==> src/rtl/msx_slot_initiator_if.sv <==
// Internal request/response bus of the MSX slot initiator.
// master: the host issuing cycles; slave: msx_slot_initiator.
interface msx_slot_initiator_if;
  logic        bus_memreq;
  logic        bus_ioreq;
  logic [15:0] bus_address;
  logic        bus_write;
  logic        bus_valid;
  logic        bus_ready;
  logic [7:0]  bus_wdata;
  logic [7:0]  bus_rdata;
  logic        bus_rdata_en;

  modport master (
    output bus_memreq, bus_ioreq, bus_address, bus_write, bus_valid, bus_wdata,
    input  bus_ready, bus_rdata, bus_rdata_en
  );

  modport slave (
    input  bus_memreq, bus_ioreq, bus_address, bus_write, bus_valid, bus_wdata,
    output bus_ready, bus_rdata, bus_rdata_en
  );
endinterface

==> src/rtl/msx_slot_initiator.sv <==
// Host-side MSX slot bus cycle generator: replays one internal request at a
// time as a Z80-timed memory or I/O cycle on the slot pins, honouring /WAIT.
// Optional feature macro: MSX_SLOT_INITIATOR_M1WAIT_EN adds one automatic
// wait state to every memory cycle (MSX engine behaviour).
module msx_slot_initiator #(
  parameter int unsigned CLK_DIV    = 24,
  parameter int unsigned WAIT_LIMIT = 255
) (
  input  logic                  clk,
  input  logic                  reset_n,
  msx_slot_initiator_if.slave   bus,
  output logic                  p_slot_clk,
  output logic                  p_slot_sltsl_n,
  output logic                  p_slot_mreq_n,
  output logic                  p_slot_ioreq_n,
  output logic                  p_slot_rd_n,
  output logic                  p_slot_wr_n,
  output logic [15:0]           p_slot_address,
  output logic [7:0]            p_slot_dout,
  input  logic [7:0]            p_slot_din,
  output logic                  p_slot_data_dir,
  input  logic                  p_slot_wait_n
);

  localparam int unsigned PW   = $clog2(CLK_DIV);
  localparam int unsigned HALF = CLK_DIV / 2;
  localparam int unsigned WCW  = $clog2(WAIT_LIMIT + 2);

`ifdef MSX_SLOT_INITIATOR_M1WAIT_EN
  localparam logic MEM_AUTO_TW = 1'b1;
`else
  localparam logic MEM_AUTO_TW = 1'b0;
`endif

  typedef enum logic [2:0] {
    S_IDLE, S_PEND, S_T1, S_T2, S_TW, S_T3
  } state_t;

  state_t           state;
  logic [PW-1:0]    phase;
  logic             wait_meta;
  logic             wait_sync;
  logic             is_mem;
  logic             is_wr;
  logic [15:0]      lat_addr;
  logic [7:0]       lat_wdata;
  logic             tw_pend;
  logic [WCW-1:0]   wait_cnt;

  logic [PW-1:0]    phase_nxt_c;
  logic             rise_c;
  logic             fall_c;
  logic             auto_tw_c;
  logic             wait_more_c;

  // T-state event decode: rise on phase wrap, fall at mid-period
  always_comb begin
    rise_c      = (phase == PW'(CLK_DIV - 1));
    fall_c      = (phase == PW'(HALF - 1));
    phase_nxt_c = rise_c ? '0 : phase + PW'(1);
    auto_tw_c   = is_mem ? MEM_AUTO_TW : 1'b1;
    wait_more_c = !wait_sync && (wait_cnt < WCW'(WAIT_LIMIT));
  end

  // Two-flop synchroniser for the cartridge /WAIT input
  always_ff @(posedge clk or negedge reset_n) begin
    if (!reset_n) begin
      wait_meta <= 1'b1;
      wait_sync <= 1'b1;
    end else begin
      wait_meta <= p_slot_wait_n;
      wait_sync <= wait_meta;
    end
  end

  // Phase counter, slot clock and bus-cycle state machine
  always_ff @(posedge clk or negedge reset_n) begin
    if (!reset_n) begin
      state            <= S_IDLE;
      phase            <= '0;
      p_slot_clk       <= 1'b1;
      p_slot_sltsl_n   <= 1'b1;
      p_slot_mreq_n    <= 1'b1;
      p_slot_ioreq_n   <= 1'b1;
      p_slot_rd_n      <= 1'b1;
      p_slot_wr_n      <= 1'b1;
      p_slot_address   <= '0;
      p_slot_dout      <= '0;
      p_slot_data_dir  <= 1'b0;
      bus.bus_ready    <= 1'b0;
      bus.bus_rdata    <= '0;
      bus.bus_rdata_en <= 1'b0;
      is_mem           <= 1'b0;
      is_wr            <= 1'b0;
      lat_addr         <= '0;
      lat_wdata        <= '0;
      tw_pend          <= 1'b0;
      wait_cnt         <= '0;
    end else begin
      phase            <= phase_nxt_c;
      p_slot_clk       <= (phase_nxt_c < PW'(HALF));
      bus.bus_ready    <= 1'b0;
      bus.bus_rdata_en <= 1'b0;

      case (state)
        S_IDLE: begin
          if (bus.bus_valid && (bus.bus_memreq || bus.bus_ioreq)) begin
            bus.bus_ready <= 1'b1;
            is_mem        <= bus.bus_memreq;
            is_wr         <= bus.bus_write;
            lat_addr      <= bus.bus_address;
            lat_wdata     <= bus.bus_wdata;
            state         <= S_PEND;
          end
        end

        S_PEND: begin
          if (rise_c) begin
            state          <= S_T1;
            p_slot_address <= lat_addr;
            tw_pend        <= 1'b0;
            wait_cnt       <= '0;
            if (is_wr) begin
              p_slot_data_dir <= 1'b1;
              p_slot_dout     <= lat_wdata;
            end
          end
        end

        S_T1: begin
          if (fall_c && is_mem) begin
            p_slot_mreq_n  <= 1'b0;
            p_slot_sltsl_n <= 1'b0;
            if (!is_wr) p_slot_rd_n <= 1'b0;
          end
          if (rise_c) begin
            state <= S_T2;
            if (!is_mem) begin
              p_slot_ioreq_n <= 1'b0;
              if (is_wr) p_slot_wr_n <= 1'b0;
              else       p_slot_rd_n <= 1'b0;
            end
          end
        end

        S_T2, S_TW: begin
          if (fall_c) begin
            if (state == S_T2) begin
              if (is_mem && is_wr) p_slot_wr_n <= 1'b0;
              if (auto_tw_c) begin
                tw_pend <= 1'b1;
              end else begin
                tw_pend <= wait_more_c;
                if (wait_more_c) wait_cnt <= wait_cnt + WCW'(1);
              end
            end else begin
              tw_pend <= wait_more_c;
              if (wait_more_c) wait_cnt <= wait_cnt + WCW'(1);
            end
          end
          if (rise_c) begin
            if (tw_pend) begin
              state <= S_TW;
            end else begin
              state <= S_T3;
              if (!is_wr) begin
                bus.bus_rdata    <= p_slot_din;
                bus.bus_rdata_en <= 1'b1;
              end
            end
          end
        end

        S_T3: begin
          if (fall_c) begin
            p_slot_sltsl_n <= 1'b1;
            p_slot_mreq_n  <= 1'b1;
            p_slot_ioreq_n <= 1'b1;
            p_slot_rd_n    <= 1'b1;
            p_slot_wr_n    <= 1'b1;
          end
          if (rise_c) begin
            p_slot_data_dir <= 1'b0;
            state           <= S_IDLE;
          end
        end

        default: state <= S_IDLE;
      endcase
    end
  end

endmodule

==> src/flat_wrapper.sv <==
// flat-port wrapper written by rule: the top's interface ports become plain ports
module msx_slot_initiator_flat 
#(
  parameter int unsigned CLK_DIV    = 24,
  parameter int unsigned WAIT_LIMIT = 255
)
  (clk, reset_n, p_slot_clk, p_slot_sltsl_n, p_slot_mreq_n, p_slot_ioreq_n, p_slot_rd_n, p_slot_wr_n, p_slot_address, p_slot_dout, p_slot_din, p_slot_data_dir, p_slot_wait_n, bus_bus_memreq, bus_bus_ioreq, bus_bus_address, bus_bus_write, bus_bus_valid, bus_bus_wdata, bus_bus_ready, bus_bus_rdata, bus_bus_rdata_en);
  msx_slot_initiator_if bus_i ();
  input  logic clk;
  input  logic reset_n;
  output logic p_slot_clk;
  output logic p_slot_sltsl_n;
  output logic p_slot_mreq_n;
  output logic p_slot_ioreq_n;
  output logic p_slot_rd_n;
  output logic p_slot_wr_n;
  output logic [15:0] p_slot_address;
  output logic [7:0] p_slot_dout;
  input  logic [7:0] p_slot_din;
  output logic p_slot_data_dir;
  input  logic p_slot_wait_n;
  input wire logic [$bits(bus_i.bus_memreq)-1:0] bus_bus_memreq;
  input wire logic [$bits(bus_i.bus_ioreq)-1:0] bus_bus_ioreq;
  input wire logic [$bits(bus_i.bus_address)-1:0] bus_bus_address;
  input wire logic [$bits(bus_i.bus_write)-1:0] bus_bus_write;
  input wire logic [$bits(bus_i.bus_valid)-1:0] bus_bus_valid;
  input wire logic [$bits(bus_i.bus_wdata)-1:0] bus_bus_wdata;
  output wire logic [$bits(bus_i.bus_ready)-1:0] bus_bus_ready;
  output wire logic [$bits(bus_i.bus_rdata)-1:0] bus_bus_rdata;
  output wire logic [$bits(bus_i.bus_rdata_en)-1:0] bus_bus_rdata_en;
  assign bus_i.bus_memreq = bus_bus_memreq;
  assign bus_i.bus_ioreq = bus_bus_ioreq;
  assign bus_i.bus_address = bus_bus_address;
  assign bus_i.bus_write = bus_bus_write;
  assign bus_i.bus_valid = bus_bus_valid;
  assign bus_i.bus_wdata = bus_bus_wdata;
  assign bus_bus_ready = bus_i.bus_ready;
  assign bus_bus_rdata = bus_i.bus_rdata;
  assign bus_bus_rdata_en = bus_i.bus_rdata_en;
  msx_slot_initiator #(.CLK_DIV(CLK_DIV), .WAIT_LIMIT(WAIT_LIMIT)) u_core (.clk(clk), .reset_n(reset_n), .bus(bus_i), .p_slot_clk(p_slot_clk), .p_slot_sltsl_n(p_slot_sltsl_n), .p_slot_mreq_n(p_slot_mreq_n), .p_slot_ioreq_n(p_slot_ioreq_n), .p_slot_rd_n(p_slot_rd_n), .p_slot_wr_n(p_slot_wr_n), .p_slot_address(p_slot_address), .p_slot_dout(p_slot_dout), .p_slot_din(p_slot_din), .p_slot_data_dir(p_slot_data_dir), .p_slot_wait_n(p_slot_wait_n));
endmodule
==> config.mk <==
export PLATFORM = sky130hd
export DESIGN_NAME = msx_slot_initiator_flat
export DESIGN_NICKNAME = d
export VERILOG_FILES = /design/src/rtl/msx_slot_initiator_if.sv /design/src/rtl/msx_slot_initiator.sv /design/src/flat_wrapper.sv
export SDC_FILE = /design/constraint.sdc
export NUM_CORES = 1
export LEC_CHECK = 0
export CELL_PAD_IN_SITES_DETAIL_PLACEMENT = 0
export CELL_PAD_IN_SITES_GLOBAL_PLACEMENT = 1
export CORE_ASPECT_RATIO = 0.6
export CORE_MARGIN = 3
export CORE_UTILIZATION = 42
export CTS_CLUSTER_SIZE = 16
export DETAILED_ROUTE_END_ITERATION = 8
export GPL_ROUTABILITY_DRIVEN = 0
export PLACE_DENSITY = 0.85
export SLEW_MARGIN = 5
export SYNTH_ARGS = -nofsm -noshare
export SYNTH_HDL_FRONTEND = slang
export SYNTH_SLANG_ARGS = --single-unit
export TNS_END_PERCENT = 100
==> constraint.sdc <==
create_clock -name clk -period 6.86 [get_ports clk]
set_clock_uncertainty 0.15 [all_clocks]
set_input_delay 2.058 -clock clk [delete_from_list [all_inputs] [get_ports clk]]
set_output_delay 2.058 -clock clk [all_outputs]
set_load 0.02 [all_outputs]
==> flow_metrics.env, run 1 <==
export IMPL_r2r_slack_ns=4.17
export IMPL_port_buffers=79
export IMPL_min_path_cells=0
export IMPL_finish_instance_area_um2=4780
export IMPL_r2r_cells=4
export IMPL_netlist_area_um2=3590
export IMPL_die_x_um=125
export IMPL_clkSinkCount=86
export IMPL_multi_input_area_um2=1340
export IMPL_synth_top_area_share_pct=55.1
export IMPL_hold_path_class="reg2reg"
export IMPL_grt_usage_pct=16.9
export IMPL_ctsRootBufferMaster="clkbuf_16"
export IMPL_synth_area_leaders="dfrtp_1, mux2_2, nand2_1"
export IMPL_cp_slowest_cell="clkdlybuf4s50_1"
export IMPL_worstReg2RegEnd="u_core.bus.bus_rdata[5]"
export IMPL_core_area_um2=8100
export IMPL_clockBufferDepth=2
export IMPL_power_leakage_uw=0.00222
export IMPL_ys_seq_area_share_pct=60.2
export IMPL_grt_max_degree=63
export IMPL_cts_setup_buffers=0
export IMPL_pwr_share_seq_pct=47.7
export IMPL_min_period_over_period_pct=53.9
export IMPL_cts_buffers=9
export IMPL_status="completed"
export IMPL_seqCellArea_um2=2160
export IMPL_r2r_start="u_core.state[2]"
export IMPL_die_area_um2=9730
export IMPL_fillers=680
export IMPL_final_common_cell="dfrtp_1"
export IMPL_syn_instance_count=301
export IMPL_drt_initial_drc_count=123
export IMPL_criticalPathCategory="reg2out"
export IMPL_max_freq_mhz=271
export IMPL_maxCapViolations=0
export IMPL_clk_pin_slew_ns=0.06
export IMPL_final_nets=419
export IMPL_ant_nets=0
export IMPL_finalNonFillerCells=491
export IMPL_hpwl_um=5120
export IMPL_wl_per_cell_um=15.3
export IMPL_cp_max_fo=4
export IMPL_place_area_um2=4470
export IMPL_dp_cells=475
export IMPL_grt_antenna_before_repair=0
export IMPL_power_density_nw_per_um2=235
export IMPL_internal_power_uw=887
export IMPL_rsz0062_at_grt="no"
export IMPL_worst_pin_slew_ns=0.766
export IMPL_cp_top_family="buffers and inverters"
export IMPL_setup_tns_final_ns=0
export IMPL_start_kind="register"
export IMPL_drtPass1Iterations=4
export IMPL_std_cell_rows=25
export IMPL_hold_end="u_core.wait_sync"
export IMPL_syn_avg_cell_area_um2=11.9
export IMPL_endpoint_kind="primary output"
export IMPL_cts_hold_buf=0
export IMPL_worstPathCellList="clkdlybuf4s50_1"
export IMPL_setup_viol=0
export IMPL_grt_pass1_vias=2608
export IMPL_start_util_pct=44.3
export IMPL_clk_latency_ns=0.33
export IMPL_grt_pass1_wl_um=13000
export IMPL_drv_slew=0
export IMPL_drt_wl_total_um=7490
export IMPL_power_share_clock_pct=44.7
export IMPL_viasPerCell=5.02
export IMPL_cp_buffers_inverters=1
export IMPL_yosysWarnings=0
export IMPL_route_detailed_drc=0
export IMPL_power_share_combinational_pct=7.5
export IMPL_ctsResizeCount=0
export IMPL_ys_ff_latch=86
export IMPL_ir_drop_mv=0.175
export IMPL_vias=2464
export IMPL_dieHeight_um=77.6
export IMPL_io_pins=80
export IMPL_ys_types=42
export IMPL_holdCritStartpoint="u_core.wait_meta"
export IMPL_switching_share_pct=21.2
export IMPL_hold_viol=0
export IMPL_post_route_cells_drive_above_1_share_pct=19.3
export IMPL_syn_num_nets=342
export IMPL_cp_depth=1
export IMPL_cts_max_level=3
export IMPL_worstPathRequired_ns=4.65
export IMPL_cp_arrival_ns=1.49
export IMPL_min_period_ns=3.70
export IMPL_antenna_cells=0
export IMPL_mostFrequentLayoutCells="dfrtp_1, clkdlybuf4s50_1, nand2_1, mux2_2, nor2_1"
export IMPL_timing_slew_headroom_pct=48.9
export IMPL_synth_top_area_cell="dfrtp_1"
export IMPL_overflow=0
export IMPL_cts_tree="built"
export IMPL_area_growth_pct=33.2
export IMPL_whs_ns=0.206
export IMPL_power_switching_uw=238
export IMPL_max_stage_delay_ns=0.60
logic make-up (layout without fill, tap and decap cells):
group,Yosys count,count (layout),synth area share [%]
AND/OR/NAND/NOR,108,108,14.8
flip-flops,86,86,60.2
AO/OA/AOI/OAI,41,41,7.28
multiplexers,41,41,13.7
buffers and inverters,20,102,2.65
XOR/XNOR,3,3,0.732
adder cells (fa/ha/maj),2,2,0.697
routing by layer:
metal	wire length (µm)	global-route usage [%]
met4	86	4.44
met3	765	8.67
met2	3180	24.3
met1	3460	22.7
met5	0	0
registers in the layout (all words and copies together) (netlist names), 3 cells and up:
name / count
u_core.phase: 5
u_core.p_slot_address: 16
u_core.state: 3
u_core.lat_wdata: 8
u_core.bus.bus_rdata: 8
u_core.lat_addr: 16
u_core.wait_cnt: 9
u_core.p_slot_dout: 8
power groups by stage:
stage | sequential [µW] | clock (µW) | combinational [µW]
floorplan | 556 | 0 | 18.2
global placement | 546 | 0 | 84.7
detailed placement | 546 | 0 | 86.6
CTS | 537 | 517 | 86.9
global route | 540 | 542 | 92.8
finish | 537 | 503 | 84.8
final cells by class:
| cell class | instances | share of cell area (%) |
|---|---|---|
| Clock inverter | 4 | 1.07 |
| Timing Repair Buffer | 82 | 17.0 |
| Sequential cell | 86 | 45.2 |
| Inverter | 4 | 0.314 |
| Tap cell | 108 | 2.83 |
| Clock buffer | 12 | 5.57 |
| Multi-Input combinational cell | 195 | 28.1 |
cells in the mapped netlist, drive strengths merged:
library cell and instances:
nand3 5, o2111ai 1, buf 9, nor2 14, a21o 1, and4bb 1, ha 2, and4b 1
o221ai 1, nand4 2, nand2b 2, nor3 2, xor2 3, nor4 2, or3b 1, o2bb2ai 1
nor4b 2, nand2 66, mux2 41, dfrtp 79, o22ai 3, inv 4, a31oi 1, o21a 3
o41ai 2, a21oi 13, o21ai 11, nand4b 3, o31ai 3, or4 2, and3 1, or3 4
a21boi 1, clkbuf 7, dfstp 7
worst max-delay path by stage:
| stage | startpoint | end |
|---|---|---|
| after floorplan | bus_bus_ioreq | u_core.lat_addr[10] |
| after global routing | u_core.p_slot_sltsl_n | p_slot_mreq_n |
| after detailed placement | bus_bus_memreq | u_core.lat_addr[2] |
| after CTS | u_core.p_slot_sltsl_n | p_slot_mreq_n |
| final | u_core.p_slot_sltsl_n | p_slot_mreq_n |
| after global placement | bus_bus_memreq | u_core.lat_addr[13] |
stage by stage:
| stage | util (%) | setup slack [ns] | power, µW |
|---|---|---|---|
| floorplan | - | 3.18 | 574 |
| global placement | 55.1 | 2.99 | 630 |
| detailed placement | 55.1 | 2.94 | 633 |
| CTS | 59.0 | 3.14 | 1140 |
| global route | 59.0 | 3.11 | 1170 |
| finish | 59.0 | 3.16 | 1120 |
No activity file was read; power rests on OpenSTA's default activity.
==> inputs of run 2 (changes only) <==
--- a/config.mk
+++ b/config.mk
@@ -9,11 +9,11 @@
 export CELL_PAD_IN_SITES_GLOBAL_PLACEMENT = 1
 export CORE_ASPECT_RATIO = 0.6
 export CORE_MARGIN = 3
-export CORE_UTILIZATION = 42
+export CORE_UTILIZATION = 36
 export CTS_CLUSTER_SIZE = 16
 export DETAILED_ROUTE_END_ITERATION = 8
 export GPL_ROUTABILITY_DRIVEN = 0
-export PLACE_DENSITY = 0.85
+export PLACE_DENSITY = 0.77
 export SLEW_MARGIN = 5
 export SYNTH_ARGS = -nofsm -noshare
 export SYNTH_HDL_FRONTEND = slang
==> constraint.sdc (replaced) <==
create_clock -name clk -period 3.3 [get_ports clk]
set_clock_uncertainty 0.15 [all_clocks]
set_input_delay 0.99 -clock clk [delete_from_list [all_inputs] [get_ports clk]]
set_output_delay 0.99 -clock clk [all_outputs]
set_load 0.02 [all_outputs]
==> run 2 against run 1 <==
Compared with the run above: via count rose by 0.73%; sequential share of layout area fell by 0.29 points; hold slack barely moved; critical endpoint is now u_core.wait_cnt[5]; largest cell class unchanged; routed wire length barely moved; flip-flop and latch count did not move.
==> flow_metrics.env, run 2 (synthesized netlist as in run 1, its figures left out) <==
export IMPL_hold_path_class="reg2reg"
export IMPL_cts_buffers=9
export IMPL_r2r_slack_ns=0.61
export IMPL_rsz0062_at_grt="no"
export IMPL_grt_pass1_vias=2594
export IMPL_area_growth_pct=34.1
export IMPL_worst_pin_slew_ns=0.683
export IMPL_start_util_pct=38.1
export IMPL_ant_nets=0
export IMPL_clockBufferDepth=2
export IMPL_post_route_cells_drive_above_1_share_pct=19.7
export IMPL_fillers=831
export IMPL_criticalPathCategory="reg2reg"
export IMPL_grt_antenna_before_repair=0
export IMPL_drtPass1Iterations=4
export IMPL_core_area_um2=9430
export IMPL_clk_pin_slew_ns=0.06
export IMPL_grt_pass1_wl_um=13000
export IMPL_seqCellArea_um2=2160
export IMPL_mostFrequentLayoutCells="dfrtp_1, clkdlybuf4s50_1, nand2_1, mux2_2, nor2_1"
export IMPL_endpoint_kind="register"
export IMPL_setup_viol=0
export IMPL_whs_ns=0.206
export IMPL_cts_tree="built"
export IMPL_grt_max_degree=49
export IMPL_multi_input_area_um2=1340
export IMPL_power_density_nw_per_um2=467
export IMPL_drt_wl_total_um=7490
export IMPL_worstPathRequired_ns=3.41
export IMPL_top_regs="u_core.lat_addr (16), u_core.p_slot_address (16), u_core.wait_cnt (9)"
export IMPL_hold_viol=0
export IMPL_dieHeight_um=83.4
export IMPL_timing_slew_headroom_pct=54.5
export IMPL_setup_tns_final_ns=0
export IMPL_viasPerCell=4.82
export IMPL_vias=2482
export IMPL_design_power_total_uw=2250
export IMPL_clk_latency_ns=0.34
export IMPL_die_x_um=135
export IMPL_max_freq_mhz=372
export IMPL_route_detailed_drc=0
export IMPL_cp_arrival_ns=2.80
export IMPL_ctsResizeCount=0
export IMPL_cts_hold_buf=0
export IMPL_hpwl_um=5250
export IMPL_io_pins=80
export IMPL_ctsRootBufferMaster="clkbuf_16"
export IMPL_min_period_ns=2.69
export IMPL_drv_slew=0
export IMPL_clkSinkCount=86
export IMPL_die_area_um2=11200
export IMPL_maxCapViolations=0
export IMPL_final_common_cell="dfrtp_1"
export IMPL_start_kind="register"
export IMPL_std_cell_rows=27
export IMPL_cp_max_fo=11
export IMPL_ir_drop_mv=0.231
export IMPL_grt_usage_pct=14.4
export IMPL_power_leakage_uw=0.00222
export IMPL_antenna_cells=0
export IMPL_drt_initial_drc_count=146
export IMPL_cts_setup_buffers=0
export IMPL_cts_max_level=3
export IMPL_overflow=0
export IMPL_status="completed"
export IMPL_wl_per_cell_um=14.5
export IMPL_port_buffers=79
export IMPL_min_period_over_period_pct=81.5
export IMPL_final_nets=421
run 2: cell count changes in the layout (fill, tap and decap cells not counted), sizes merged:
| cell | change |
|---|---|
| buf | +2 |
| bufinv | -1 |
| clkbuf | -3 |
| clkinv | +2 |
| inv | +2 |
run 2: final cells by class:
| cell class | count | share of cell area, % |
|---|---|---|
| Inverter | 4 | 0.312 |
| Clock inverter | 7 | 1.17 |
| Timing Repair Buffer | 84 | 17.7 |
| Multi-Input combinational cell | 195 | 27.9 |
| Sequential cell | 86 | 44.9 |
| Tap cell | 130 | 3.38 |
| Clock buffer | 9 | 4.68 |
run 2: worst paths after layout:
kind,cells past startpoint,start,endpoint
worst max-delay path,6,u_core.phase[0],u_core.wait_cnt[5]
worst min-delay path,0,u_core.wait_meta,u_core.wait_sync
worst max register to register,6,u_core.phase[0],u_core.wait_cnt[5]
worst min register to register,0,u_core.wait_meta,u_core.wait_sync
max in group asynchronous,2,reset_n,u_core.p_slot_rd_n
min in group asynchronous,1,reset_n,u_core.phase[2]
run 2: through the flow:
stage	setup slack [ns]	utilization (%)	instance area [µm²]	std cells
after floorplan	0.692	-	3590	301
after global placement	0.494	48.1	4530	499
after detailed placement	0.442	48.1	4530	499
after CTS	0.597	51.1	4810	515
after global routing	0.339	51.1	4810	515
final	0.610	51.1	4810	515
run 2: worst max-delay path, stage by stage (launching register included):
cell and delay, ns:
dfrtp_1 0.39, ha_1 0.34, nand4b_4 0.22, nor4b_4 0.62
o22ai_2 0.29, or4_1 0.46, a21oi_1 0.15
run 2: report_power, final:
group / internal (µW) / switching, µW / total (µW) / leakage (µW)
Clock: 519 / 438 / 957 / 0.000137
Sequential: 1090 / 22.1 / 1120 / 0.00110
Combinational: 102 / 75.8 / 178 / 0.000987
Total: 1710 / 536 / 2250 / 0.00222
run 2: routing by layer:
layer  global-route usage [%]  share of wire, %
met5                        0                 0
met4                     3.29              0.71
met3                     7.38               8.7
met2                     20.3                42
met1                     19.7                48
==> inputs of run 3 (changes only) <==
==> constraint.sdc (replaced) <==
create_clock -name clk -period 2.38 [get_ports clk]
set_clock_uncertainty 0.15 [all_clocks]
set_input_delay 0.714 -clock clk [delete_from_list [all_inputs] [get_ports clk]]
set_output_delay 0.714 -clock clk [all_outputs]
set_load 0.02 [all_outputs]
==> run 3 against run 2 <==
Compared with the run above: sequential share of layout area down 1.3 points; clock power up 44%; critical endpoint is now p_slot_rd_n; via count up 2.7%; setup slack worse by 0.56 ns; count of clock-buffer cells in the layout unchanged; register-to-register slack worse by 0.47 ns; first-iteration DRC count up 2.7%; global-route usage up 0.47 points.
==> flow_metrics.env, run 3 (synthesized netlist as in run 1, its figures left out) <==
export IMPL_std_cell_rows=27
export IMPL_top_regs="u_core.lat_addr (16), u_core.p_slot_address (16), u_core.wait_cnt (9)"
export IMPL_seqCellArea_um2=2160
export IMPL_cts_max_level=3
export IMPL_vias=2550
export IMPL_multi_input_area_um2=1350
export IMPL_endpoint_kind="primary output"
export IMPL_dpl_worst_slack_ns=-0.0882
export IMPL_cp_arrival_ns=1.47
export IMPL_post_route_cells_drive_above_1_share_pct=23.0
export IMPL_worst_pin_slew_ns=0.384
export IMPL_power_leakage_uw=0.00236
export IMPL_min_period_ns=2.33
export IMPL_hpwl_um=5550
export IMPL_grt_antenna_before_repair=0
export IMPL_start_kind="register"
export IMPL_final_nets=436
export IMPL_max_stage_delay_ns=0.61
export IMPL_area_growth_pct=37.9
export IMPL_grt_usage_pct=14.8
export IMPL_viasPerCell=4.81
export IMPL_overflow=0
export IMPL_wl_per_cell_um=14.8
export IMPL_switching_share_pct=22.3
export IMPL_hold_viol=0
export IMPL_power_switching_uw=708
export IMPL_port_buffers=79
export IMPL_r2r_start="u_core.phase[0]"
export IMPL_final_common_cell="dfrtp_1"
export IMPL_clkSinkCount=86
export IMPL_drt_wl_total_um=7850
export IMPL_hold_path_class="in2async"
export IMPL_start_util_pct=38.1
export IMPL_internal_power_uw=2470
export IMPL_rsz0062_at_grt="no"
export IMPL_worstPathRequired_ns=1.52
export IMPL_power_share_clock_pct=43.5
export IMPL_power_share_combinational_pct=7.8
export IMPL_pwr_share_seq_pct=48.7
export IMPL_grt_pass1_vias=2642
export IMPL_ctsRootBufferMaster="clkbuf_16"
export IMPL_mostFrequentLayoutCells="dfrtp_1, clkdlybuf4s50_1, nand2_1, mux2_2, buf_4"
export IMPL_grt_pass1_wl_um=13300
export IMPL_cp_slowest_cell="clkdlybuf4s50_1"
export IMPL_drt_initial_drc_count=150
export IMPL_cp_buffers_inverters=1
export IMPL_drtPass1Iterations=4
export IMPL_route_detailed_drc=0
export IMPL_drv_slew=0
export IMPL_cts_tree="built"
export IMPL_maxCapViolations=0
export IMPL_io_pins=80
export IMPL_die_area_um2=11200
export IMPL_cp_startpoint="u_core.p_slot_rd_n"
export IMPL_max_freq_mhz=429
export IMPL_ir_drop_mv=0.321
export IMPL_cts_buffers=9
export IMPL_dieHeight_um=83.4
export IMPL_power_density_nw_per_um2=642
export IMPL_clk_pin_slew_ns=0.06
export IMPL_fillers=818
export IMPL_min_period_over_period_pct=98.0
export IMPL_cp_top_family="buffers and inverters"
export IMPL_setup_viol=0
export IMPL_status="completed"
export IMPL_clockBufferDepth=2
export IMPL_clk_latency_ns=0.34
export IMPL_timing_slew_headroom_pct=74.1
export IMPL_grt_max_degree=47
export IMPL_worstPathCellList="clkdlybuf4s50_1"
export IMPL_ant_nets=0
export IMPL_core_area_um2=9430
export IMPL_whs_ns=0.154
export IMPL_cp_max_fo=2
export IMPL_worst_slack_ns=0.0469
export IMPL_die_x_um=135
export IMPL_criticalPathCategory="reg2out"
export IMPL_design_power_total_uw=3180
export IMPL_antenna_cells=0
run 3: changes by cell type in the layout (fill, tap and decap cells not counted):
cell             change
buf_4               +15
bufinv_16            +1
clkdlybuf4s50_1      -3
clkinv_2             +1
clkinv_4             -1
clkinvlp_4           +1
dlymetal6s2s_1       +3
ha_1                 -1
ha_2                 +1
inv_6                -2
run 3: layout make-up:
type | instances | share of cell area [%]
inverters | 4 | 0.303
repair buffers | 99 | 19.6
clock buffers | 9 | 4.55
multi-input cells | 195 | 27.2
flip-flops and latches | 86 | 43.6
clock inverters | 7 | 1.47
well taps | 130 | 3.28
run 3: power by group through the flow:
stage | clock (µW) | combinational, µW | sequential (µW)
after floorplan | 0 | 52.4 | 1600
after global placement | 0 | 251 | 1570
after detailed placement | 0 | 254 | 1570
after CTS | 1420 | 255 | 1550
after global routing | 1490 | 271 | 1560
final | 1380 | 249 | 1550
run 3: final timing paths:
| path | end | slack [ns] | cells past startpoint |
|---|---|---|---|
| hold / removal | u_core.wait_cnt[1] | 0.15 | 1 |
| max in group asynchronous | u_core.p_slot_wr_n | 1.30 | 2 |
| min in group clk | u_core.wait_sync | 0.21 | 0 |
| setup / recovery | p_slot_rd_n | 0.05 | 1 |
| setup reg to reg | u_core.wait_cnt[4] | 0.14 | 6 |
| hold reg to reg | u_core.wait_sync | 0.21 | 0 |
run 3: metrics by stage:
stage / instance area [µm²] / instances / util [%] / TNS [ns]
2_1_floorplan: 3590 / 301 / - / 0
3_3_place_gp: 4620 / 511 / 49.1 / -0.780
3_5_place_dp: 4620 / 511 / 49.1 / -1.91
4_1_cts: 4940 / 530 / 52.4 / 0
5_1_grt: 4950 / 530 / 52.6 / 0
6_report: 4950 / 530 / 52.6 / 0
run 3: what timing repair did:
| item | in CTS | in global routing |
|---|---|---|
| buffers inserted | 3 | 0 |
| endpoints found under the setup margin | 11 | 7 |
| resized for setup | 0 | 4 |
| hold buffers | 0 | 0 |
| pin swaps | 1 | 0 |
run 3: metal layers:
layer,share of wire [%],GRT usage (%)
met5,0,0
met4,0.96,3.93
met3,7.3,6.84
met2,41,20.4
met1,51,21.0
run 3: worst register-to-register path: stages (launching register included):
cell and delay, ns:
dfrtp_1 0.40, ha_2 0.29, and4bb_2 0.28, a21boi_1 0.32, o221ai_2 0.20, or3_1 0.33
a21oi_1 0.18
